## config.mk

```make
export PLATFORM = sky130hd
export DESIGN_NAME = enum_seq_tracker
export DESIGN_NICKNAME = d
export VERILOG_FILES = /design/src/rtl/enum_seq_tracker_pkg.sv /design/src/rtl/enum_sat_counter.sv /design/src/rtl/enum_seq_tracker.sv
export SDC_FILE = /design/constraint.sdc
export NUM_CORES = 1
export LEC_CHECK = 0
export ABC_AREA = 1
export BUFFER_PORTS_ARGS = -buffer_cell sky130_fd_sc_hd__buf_2
export CAP_MARGIN = 20
export CELL_PAD_IN_SITES_DETAIL_PLACEMENT = 0
export CELL_PAD_IN_SITES_GLOBAL_PLACEMENT = 1
export CORE_MARGIN = 5
export CORE_UTILIZATION = 35
export CTS_CLUSTER_SIZE = 10
export DETAILED_ROUTE_END_ITERATION = 6
export PLACE_DENSITY = 0.72
export SETUP_SLACK_MARGIN = 0.5
export SLEW_MARGIN = 20
export SYNTH_ARGS = -nofsm -noshare
export SYNTH_HDL_FRONTEND = slang
export SYNTH_SLANG_ARGS = --single-unit
```

## constraint.sdc

```tcl
create_clock -name clk -period 1.45 [get_ports clk]
set_clock_uncertainty 0.2 [all_clocks]
set_input_delay 0.0725 -clock clk [delete_from_list [all_inputs] [get_ports clk]]
set_output_delay 0.0725 -clock clk [all_outputs]
set_load 0.02 [all_outputs]
```

## src/rtl/enum_seq_tracker_pkg.sv

```systemverilog
`default_nettype none
// ============================================================================
//  Module      : enum_seq_pkg
//  Description : Shared enum types and the symbol successor function for
//                the enumerated state-sequence tracker.
//  Revision    : 1.0  initial release
// ============================================================================
package enum_seq_pkg;

    // Symbols emitted by the enum-driven sequencers; ts3 is never legal
    typedef enum logic [1:0] {
        ts0 = 2'd0,
        ts1 = 2'd1,
        ts2 = 2'd2,
        ts3 = 2'd3
    } states_t;

    // Lock acquisition / tracking FSM
    typedef enum logic [1:0] {
        L_HUNT   = 2'd0,
        L_SYNC   = 2'd1,
        L_LOCKED = 2'd2,
        L_LOST   = 2'd3
    } lock_state_t;

    // Successor in the ts0 -> ts1 -> ts2 -> ts0 cycle; ts3 restarts at ts0
    function automatic states_t next_sym(input states_t s);
        case (s)
            ts0:     next_sym = ts1;
            ts1:     next_sym = ts2;
            default: next_sym = ts0;
        endcase
    endfunction

endpackage
`default_nettype wire

```

## src/rtl/enum_sat_counter.sv

```systemverilog
`default_nettype none
// ============================================================================
//  Module      : enum_sat_counter
//  Description : W-bit saturating up-counter with synchronous clear that
//                takes priority over the increment.
//  Revision    : 1.0  initial release
// ============================================================================
module enum_sat_counter #(
    parameter int W = 8
) (
    input  logic         clk,
    input  logic         rst_n,
    input  logic         inc,
    input  logic         clr,
    output logic [W-1:0] q
);

    logic [W-1:0] q_q;

    // Clear wins over increment; the count sticks at all-ones
    always_ff @(posedge clk or negedge rst_n) begin
        if (!rst_n) begin
            q_q <= '0;
        end else if (clr) begin
            q_q <= '0;
        end else if (inc && (q_q != '1)) begin
            q_q <= q_q + 1'b1;
        end
    end

    assign q = q_q;

endmodule
`default_nettype wire

```

## src/rtl/enum_seq_tracker.sv

```systemverilog
`default_nettype none
// ============================================================================
//  Module      : enum_seq_tracker
//  Description : Acquires lock on the ts0->ts1->ts2 symbol cycle, then
//                flywheels the prediction and flags / counts deviations.
//  Revision    : 1.0  initial release
// ============================================================================
module enum_seq_tracker
    import enum_seq_pkg::*;
#(
    parameter int LOCK_COUNT = 3,
    parameter int LOSS_COUNT = 2,
    parameter int ERR_W      = 8
) (
    input  logic             clk,
    input  logic             rst_n,
    input  logic             in_valid,
    input  states_t          in_sym,
    input  logic             err_clr,
    output logic             locked,
    output states_t          expected,
    output logic             err_pulse,
    output logic             illegal,
    output logic             lost,
    output logic [ERR_W-1:0] err_count
);

    localparam int GW = $clog2(LOCK_COUNT + 1);
    localparam int BW = $clog2(LOSS_COUNT + 1);
    localparam logic [GW-1:0] c_LOCK_TGT = GW'(LOCK_COUNT);
    localparam logic [BW-1:0] c_LOSS_TGT = BW'(LOSS_COUNT);

    lock_state_t    state_q, state_d;
    states_t        expected_q, expected_d;
    logic [GW-1:0]  good_cnt_q, good_cnt_d;
    logic [BW-1:0]  bad_cnt_q, bad_cnt_d;
    logic           locked_q;
    logic           err_pulse_q, illegal_q, lost_q;
    logic           err_d, illegal_d, lost_d;

    // Next-state, prediction, counters and event strobes
    always_comb begin
        state_d    = state_q;
        expected_d = expected_q;
        good_cnt_d = good_cnt_q;
        bad_cnt_d  = bad_cnt_q;
        err_d      = 1'b0;
        illegal_d  = 1'b0;
        lost_d     = 1'b0;

        if (state_q == L_LOST) begin
            // Single-cycle state: input ignored apart from the ts3 flag
            illegal_d = in_valid && (in_sym == ts3);
            state_d   = L_HUNT;
        end else if (in_valid) begin
            case (state_q)
                L_HUNT: begin
                    if (in_sym == ts3) begin
                        illegal_d = 1'b1;
                    end else begin
                        expected_d = next_sym(in_sym);
                        good_cnt_d = '0;
                        state_d    = L_SYNC;
                    end
                end
                L_SYNC: begin
                    if (in_sym == ts3) begin
                        illegal_d = 1'b1;
                        state_d   = L_HUNT;
                    end else if (in_sym == expected_q) begin
                        good_cnt_d = good_cnt_q + 1'b1;
                        expected_d = next_sym(in_sym);
                        if (good_cnt_d == c_LOCK_TGT) begin
                            bad_cnt_d = '0;
                            state_d   = L_LOCKED;
                        end
                    end else begin
                        good_cnt_d = '0;
                        expected_d = next_sym(in_sym);
                    end
                end
                L_LOCKED: begin
                    illegal_d  = (in_sym == ts3);
                    // Flywheel: prediction advances from itself, never from
                    // the received symbol
                    expected_d = next_sym(expected_q);
                    if (in_sym == expected_q) begin
                        bad_cnt_d = '0;
                    end else begin
                        err_d     = 1'b1;
                        bad_cnt_d = bad_cnt_q + 1'b1;
                        if (bad_cnt_d == c_LOSS_TGT) begin
                            lost_d  = 1'b1;
                            state_d = L_LOST;
                        end
                    end
                end
                default: state_d = L_HUNT;
            endcase
        end
    end

    // State, prediction and registered outputs
    always_ff @(posedge clk or negedge rst_n) begin
        if (!rst_n) begin
            state_q     <= L_HUNT;
            expected_q  <= ts0;
            good_cnt_q  <= '0;
            bad_cnt_q   <= '0;
            locked_q    <= 1'b0;
            err_pulse_q <= 1'b0;
            illegal_q   <= 1'b0;
            lost_q      <= 1'b0;
        end else begin
            state_q     <= state_d;
            expected_q  <= expected_d;
            good_cnt_q  <= good_cnt_d;
            bad_cnt_q   <= bad_cnt_d;
            locked_q    <= (state_d == L_LOCKED);
            err_pulse_q <= err_d;
            illegal_q   <= illegal_d;
            lost_q      <= lost_d;
        end
    end

    enum_sat_counter #(
        .W (ERR_W)
    ) u_err_cnt (
        .clk   (clk),
        .rst_n (rst_n),
        .inc   (err_d),
        .clr   (err_clr),
        .q     (err_count)
    );

    assign locked    = locked_q;
    assign expected  = expected_q;
    assign err_pulse = err_pulse_q;
    assign illegal   = illegal_q;
    assign lost      = lost_q;

endmodule
`default_nettype wire

```

* Yosys cells after proc, flatten, opt, wreduce, memory -nomap -nowiden
Index checks and enable logic that the tools add are counted.
W data, S select, Z words.
** Word-level totals
- Logic and storage cells :: 79
- RAM bits :: 0
- Bits in read-only memories :: 0
- Output and inout port bits :: 14
- Input port bits :: 6
- Memories kept :: 0
- Register bits after elaboration :: 20
- Latch bits :: 0
** Operators by class
- Magnitude comparators :: 0
- Div/mod/pow operators :: 0
- Mux-type cells :: 37
- $mul :: 0
- Shifts and indexed selects :: 0
- Add/sub/neg operators :: 3
- Bitwise logic cells :: 1
- Eq/ne operators :: 16
- Reduce and logical (&&, ||, !) cells :: 13
** Operator list (count)
- $mux W2 :: 16
- $pmux W2 S2 :: 5
- $mux W8 :: 2
- $eq A2 B2 Y1 const B :: 6
- $mux W1 :: 12
- $ne A2 B2 Y1 const B :: 5
- $add A8 B1 Y8 const B :: 1
- $ne A8 B8 Y1 const B :: 1
- $eq A2 B1 Y1 const B :: 3
- $logic_not A2 Y1 :: 3
- $pmux W2 S3 :: 1
- $reduce_and A6 Y1 :: 1
- $reduce_bool A2 Y1 :: 3
- $reduce_and A5 Y1 :: 1
- $add A2 B1 Y2 const B :: 2
- $reduce_and A4 Y1 :: 1
- $reduce_bool A3 Y1 :: 1
- $eq A2 B2 Y1 :: 1
- $logic_and A1 B1 Y1 :: 2
- $pmux W1 S2 :: 1
- $reduce_or A2 Y1 :: 1
- $not A1 Y1 :: 1

* Depth between registers and ports, before layout
Gate-level depths: netlist of run 1.
- Depth after elaboration :: 9
- Gate-level depth with buffers :: 9
- Gate-level depth less buffers :: 9

* Modules after synthesis
Synthesis of run 1 repeated with hierarchy kept, for this count alone.
** Unflattened totals
- Cell total of the unflattened synthesis :: 149
- Area total of the unflattened synthesis :: 1144.8 µm²
** By module, submodules not included
- enum_seq_tracker :: seq. area each 300.3 µm², cells each 75, instances 1, area each 633.1 µm²
- enum_sat_counter :: seq. area each 200.2 µm², cells each 74, instances 1, area each 511.7 µm²

* Worst setup path before layout of run 1
No wires, ideal clock.
- Kind :: register to register
- Start point :: register u_err_cnt.q_q[0], in the netlist u_err_cnt.q[0]
- End point :: register u_err_cnt.q_q[6], in the netlist u_err_cnt.q[6]
- Stages on the path, launching flop included :: 10
- Library setup time :: 0.117 ns
- Clock period less this slack :: 1.572 ns
- Path buffers :: 0
- Slack :: -0.122 ns
- Arrival time :: 1.254 ns
- Data required time :: 1.133 ns
- Cells stage by stage :: dfrtp_1 > ha_1 > nand2_1 > inv_1 > nand3b_2 > nand3_2 > nand2_4 > inv_6 > nand2_1 > nand2_1
** On the way
- Cells in the longest elaborated chain, start to end :: 3
- Elaborated cells between the ends (all ways) :: 6
- Those cells by class :: add/sub (1); eq/ne (1); mux (2); reduce/logical (2)
** RTL lines
- start, declared :: line enum_sat_counter.sv:18 : logic [W-1:0] q_q;
- start signal, assigned :: line enum_sat_counter.sv:27 : q_q <= q_q + 1'b1;
- $add A8 B1 Y8 or $ne A8 B8 Y1 (tied branches) :: line enum_sat_counter.sv:27, enum_sat_counter.sv:26
- $mux W8 or $logic_and A1 B1 Y1 (tied branches) :: line enum_sat_counter.sv:26 : end else if (inc && (q_q != '1)) begin
- $mux W8 or $reduce_bool A2 Y1 (tied branches)
Parallel ways exist; a longest one is shown, timed or not. The select of a mux whose other input is x is not followed.
A chain may end at the register's enable or synchronous reset.

* Worst setup path in the final report of run 1
- Start point :: register u_err_cnt.q_q[0], in the netlist u_err_cnt.q[0]
- End point :: register u_err_cnt.q_q[1], in the netlist u_err_cnt.q[1]
Same word-level chain as after synthesis.

==> results.yml, run 1 <==
outcome:
  status: "finished, violations left"
  violations: "negative hold slack, negative setup slack"
setup_path:
  required_ns: 1.46
  critical_path_class: "reg -> reg"
  crit_fanout: 7
  cp-start-kind: "flip-flop"
  endpoint_kind: "flip-flop"
  arrival_ns: 1.49
timing:
  slew_violations: 0
  fin_crit_ns: 1.48
  setup_viol: 7
  max_freq_mhz: 674
  fin_crit_sh_pct: 102
  rsz0062_at_grt: "true"
  whs_ns: -0.115
  relSlewSlack_pct: 69.5
  tightest_slew_ns: 0.458
  worst_slack_ns: -0.0335
  hold_viol_final: 9
floorplan:
  io_pins: 20
  initial_core_util_pct: 36.3
  dieArea_sq_mm: 0.00439
  die_w_microns: 66.3
  core_sq_mm: 0.00305
  rows: 20
  die_y_microns: 66.3
cts:
  postCtsHoldBufs: 1
  cts-htree-levels: 1
  clk_latency_ns: 0.31
  numCtsBuffers: 3
  cts_tree: "yes"
  root_buffer: "clkbuf_4"
  cts_buffer_depth: 2
  clk_pin_slew_ns: 0.12
  cts_sinks: 20
synth:
  synthCells: 147
  yosysTopAreaCell: "dfrtp_1"
  synth_top_area_share_pct: 45.1
  netlist_area_sq_mm: 0.00111
  syn_nets: 156
  synth_cell_types: 22
  ys_seq_area_share_pct: 45.1
  synth.avg_cell_area_sq_um: 7.54
  synth_area_leaders: "dfrtp_1, nand2_1, inv_1"
  ys_warn_count: 0
  ys_ff_latch: 20
global_route:
  grt_pass1_vias: 1075
  grt_max_degree: 21
  gr-total-overflow: 0
  grt_pass1_wl_mm: 4.97
  grt.total_usage_pct: 14.8
  antenna_found_initial: 0
detailed_routing:
  drc: 0
  ant_nets: 0
  wire_per_inst_microns: 12.6
  vias: 1110
  drt_iter0_drc: 43
  routed_wl_mm: 3.00
  vias_per_cell: 4.64
  drtPass1Iterations: 4
layout:
  finalNetCount: 205
  area_growth_pct: 62.1
  final_layout_size_suffix_gt1_share_pct: 50.8
  layout.cells.most_common: "nand2_1"
  layout_common_cells: "nand2_1, buf_6, nand2_2, buf_4"
  final_cells: 239
  diodes: 0
  fin_area_sq_mm: 0.00180
place:
  placed_area_sq_mm: 0.00138
  routabilityCongestion: 0.807
  post-place-ws_ns: -0.0155
  dp_hpwl_mm: 1.98
  portBuffers: 19
  dp.cells: 220
power_and_ir_drop:
  ir_drop_uv: 470
  power_density_mw_per_mm2: 681
  p_leak_nw: 0.920
flow_run:
  drv_cap: 0
worst_hold_path:
  min_path_type: "in -> reg"
==> layer usage <==
metal,vias to the layer above,global-route usage (%),share of wire [%]
li1,562,-,-
met1,524,19.0,45
met2,20,25.0,51
met3,4,2.72,3.2
met4,0,4.57,0.90
met5,-,0,0
==> layout make-up <==
type / count / area, sq um
clock buffer: 4 / 26.3
fill: 282 / 1260
inverter: 21 / 93.8
multi-input combinational: 107 / 709
sequential: 20 / 509
tap: 44 / 55.1
timing repair buffer: 43 / 403
==> power breakdown <==
group / leakage, nW / internal, W / switching [W]
registers: 0.257 / 0.000586 / 0.0000301
clock network: 0.0150 / 0.000107 / 0.000174
logic: 0.649 / 0.000152 / 0.000175
total: 0.920 / 0.000845 / 0.000379
==> logic make-up after synthesis <==
group           after synthesis  share of synthesized area [%]
simple gates                 89                           36.6
buf+inv                      21                           7.56
flops                        20                           45.1
compound gates               11                           4.97
xor+xnor                      3                           2.37
fa+ha+maj                     3                           3.39
==> Yosys cell counts <==
cell / number
xor2_1: 2
nand2_1: 51
ha_1: 3
nand2_4: 1
nand3_1: 9
nor2_2: 2
nor3_1: 5
dfrtp_1: 20
xnor2_1: 1
nor2_4: 1
nand4_1: 2
nand2_2: 4
inv_1: 19
inv_2: 1
o21ai_0: 8
nand3_2: 1
or2_0: 2
nor2_1: 10
nand3b_2: 1
inv_6: 1
o21ai_1: 1
a21oi_1: 2
==> flip-flops by register name (all words and copies together) (netlist names) <==
signal       cells
bad_cnt_q        2
err_pulse        1
expected         2
good_cnt_q       2
illegal          1
locked           1
lost             1
state_q          2
u_err_cnt.q      8
==> path summary, 6_finish.rpt <==
path | startpoint | endpoint | slack, ns | cells past startpoint
hold reg to reg | bad_cnt_q[1]$_DFFE_PN0P_ | bad_cnt_q[1]$_DFFE_PN0P_ | 0.29 | 2
min in group asynchronous | rst_n | u_err_cnt.q[7]$_DFFE_PN0P_ | 0.03 | 2
setup reg to reg | u_err_cnt.q[0]$_DFFE_PN0P_ | u_err_cnt.q[1]$_DFFE_PN0P_ | -0.03 | 9
hold / removal | err_clr | u_err_cnt.q[7]$_DFFE_PN0P_ | -0.12 | 4
setup / recovery | u_err_cnt.q[0]$_DFFE_PN0P_ | u_err_cnt.q[1]$_DFFE_PN0P_ | -0.03 | 9
max in group asynchronous | rst_n | expected[0]$_DFFE_PN0P_ | 0.67 | 2
==> metrics by stage <==
step | TNS [ns] | util, % | total power, W
after floorplan | -0.224 | - | 0.000735
after CTS | 0 | 54.5 | 0.00118
after detailed placement | -0.0682 | 45.1 | 0.000827
final | -0.0800 | 58.9 | 0.00122
after global placement | 0 | 45.1 | 0.000823
after global routing | -0.474 | 58.9 | 0.00130
==> worst max-delay path, cell delays in order, from the launching register on <==
cell      delay, ns
dfrtp_2        0.45
ha_4           0.18
nand2_4        0.07
inv_4          0.04
nand3b_4       0.07
nand3_4        0.10
nand2_8        0.11
inv_8          0.05
nand2_2        0.06
nand2_1        0.05
==> what timing repair did <==
item	CTS	global route
cloned	1	0
gates resized for setup	54	31
endpoints found under the hold margin	28	9
pin swaps	6	8
buffers inserted	9	4
setup endpoints to repair	33	33
Note: power is estimated with default switching activity, not from simulation.
==> inputs of run 2 (changes only) <==
Settings changed: CORE_MARGIN 5 to not set.
==> results.yml, run 2 (synthesis results as in run 1) <==
floorplan:
  die_w_microns: 58.3
  io_pins: 20
  rows: 20
  core_sq_mm: 0.00303
  dieArea_sq_mm: 0.00340
  die_y_microns: 58.3
  initial_core_util_pct: 36.6
cts:
  cts_sinks: 20
  postCtsHoldBufs: 1
  cts-htree-levels: 1
  numCtsBuffers: 3
  clk_pin_slew_ns: 0.12
  root_buffer: "clkbuf_4"
  clk_latency_ns: 0.30
  cts_buffer_depth: 2
  cts_tree: "yes"
detailed_routing:
  wire_per_inst_microns: 11.6
  vias_per_cell: 4.67
  drt_iter0_drc: 27
  ant_nets: 0
  routed_wl_mm: 2.81
  drc: 0
  vias: 1130
  drtPass1Iterations: 4
outcome:
  violations: "negative hold slack, negative setup slack"
  status: "finished, violations left"
layout:
  area_growth_pct: 66.3
  layout.cells.most_common: "nand2_1"
  layout_common_cells: "nand2_1, buf_6, buf_4, nand2_2, dfrtp_1"
  largest_register_ffs: 8
  final_layout_size_suffix_gt1_share_pct: 51.5
  diodes: 0
  finalNetCount: 208
  final_core_util_pct: 60.9
setup_path:
  worst-r2r-setup-slack_ns: -0.01
  slowest_stage: "dfrtp_2"
  cp-start-kind: "flip-flop"
  required_ns: 1.45
  critical_path_class: "reg -> reg"
  path_common_cell: "nand2_1"
  r2r_cells: 9
  crit_fanout: 7
  reg2reg_to: "u_err_cnt.q[2]$_DFFE_PN0P_"
  max_stage_delay_ns: 0.45
  crit_chain: "ha_4 > nand2_4 > inv_4 > nand3b_4 > nand3_4 > nand2_8 > inv_8 > nand2_1 > nand2_1"
  arrival_ns: 1.47
  endpoint_kind: "flip-flop"
  r2r-start: "u_err_cnt.q[0]$_DFFE_PN0P_"
power_and_ir_drop:
  power_density_mw_per_mm2: 768
  ir_drop_uv: 472
  p_leak_nw: 0.947
global_route:
  grt_pass1_vias: 1079
  grt.total_usage_pct: 17.1
  use_met2_pct: 31.7
  antenna_found_initial: 0
  gr-total-overflow: 0
  grt_pass1_wl_mm: 4.42
  grt_max_degree: 21
  busiest_layer: "met2"
  grtUsageMet1_pct: 18.8
  grt_use_met3_pct: 2.90
worst_hold_path:
  min_path_cells: 4
  worstHoldEndpoint: "u_err_cnt.q[7]$_DFFE_PN0P_"
  worstHoldStart: "err_clr"
  min_path_type: "in -> reg"
timing:
  hold_viol_final: 11
  rsz0062_at_grt: "true"
  setup_viol: 3
  relSlewSlack_pct: 69.2
  worst_slack_ns: -0.0130
  fin_crit_sh_pct: 101
  slew_violations: 0
  tns_ns: -0.0158
  max_freq_mhz: 684
  tightest_slew_ns: 0.462
  fin_crit_ns: 1.46
  whs_ns: -0.110
place:
  routabilityCongestion: 0.795
  dp_hpwl_mm: 1.86
  portBuffers: 19
  post-place-ws_ns: -0.0250
flow_run:
  drv_cap: 0
[run 2: cell count changes in the layout (fill, tap and decap cells not counted), sizes merged]
cell / change
buf: +3
bufinv: +1
clkbuf: -1
[run 2: worst max path at each step]
| stage | to | startpoint | slack (ns) | cells after the start |
|---|---|---|---|---|
| floorplan | u_err_cnt.q[6]$_DFFE_PN0P_ | u_err_cnt.q[1]$_DFFE_PN0P_ | -0.03 | 9 |
| global placement | u_err_cnt.q[7]$_DFFE_PN0P_ | u_err_cnt.q[1]$_DFFE_PN0P_ | 0.003 | 9 |
| detailed placement | u_err_cnt.q[4]$_DFFE_PN0P_ | u_err_cnt.q[1]$_DFFE_PN0P_ | -0.03 | 9 |
| CTS | u_err_cnt.q[0]$_DFFE_PN0P_ | u_err_cnt.q[1]$_DFFE_PN0P_ | 0.0007 | 9 |
| global route | u_err_cnt.q[2]$_DFFE_PN0P_ | u_err_cnt.q[0]$_DFFE_PN0P_ | -0.08 | 9 |
| finish | u_err_cnt.q[2]$_DFFE_PN0P_ | u_err_cnt.q[0]$_DFFE_PN0P_ | -0.01 | 9 |
[run 2: metrics by stage]
stage	power (W)	instances	instance area, sq um
final	0.00142	242	1840
after global routing	0.00147	242	1840
after CTS	0.00137	236	1690
after detailed placement	0.000819	219	1370
after global placement	0.000817	219	1370
after floorplan	0.000735	147	1150
[run 2: what timing repair did]
item	4_1_cts	5_1_grt
setup buffers	11	6
gates resized for setup	54	30
cloned	1	0
endpoints found under the setup margin	33	33
hold endpoints to repair	30	9
pin swaps	10	9
[run 2: final cells by class]
class	instances	area, sq um
repair buffers	46	422
clock buffers	3	22.5
multi-input cells	107	712
inverters	21	93.8
well taps	44	55.1
clock inverters	1	30.0
fillers	262	1180
flip-flops and latches	20	508
[run 2: worst max-delay path, delay by kind of cell, from the launching register on]
family	cells	cell delay, ns
and+or+nand+nor	6	0.46
adders and majority gates	1	0.17
DFF	1	0.45
buffers and inverters	2	0.09
[run 2: metal layers]
| layer | vias to the layer above | share of wire (%) | routed length, microns |
|---|---|---|---|
| met2 | 19 | 56 | 1580 |
| met3 | 6 | 2.6 | 74 |
| met5 | - | 0 | 0 |
| li1 | 566 | - | - |
| met1 | 539 | 40 | 1110 |
| met4 | 0 | 1.4 | 39 |
[run 2: report_power, final]
group	total [W]	switching [W]	leakage, nW	internal, W
registers	0.000613	0.0000276	0.259	0.000586
clock network	0.000460	0.000181	0.0279	0.000279
logic	0.000342	0.000184	0.661	0.000158
total	0.00142	0.000392	0.947	0.00102
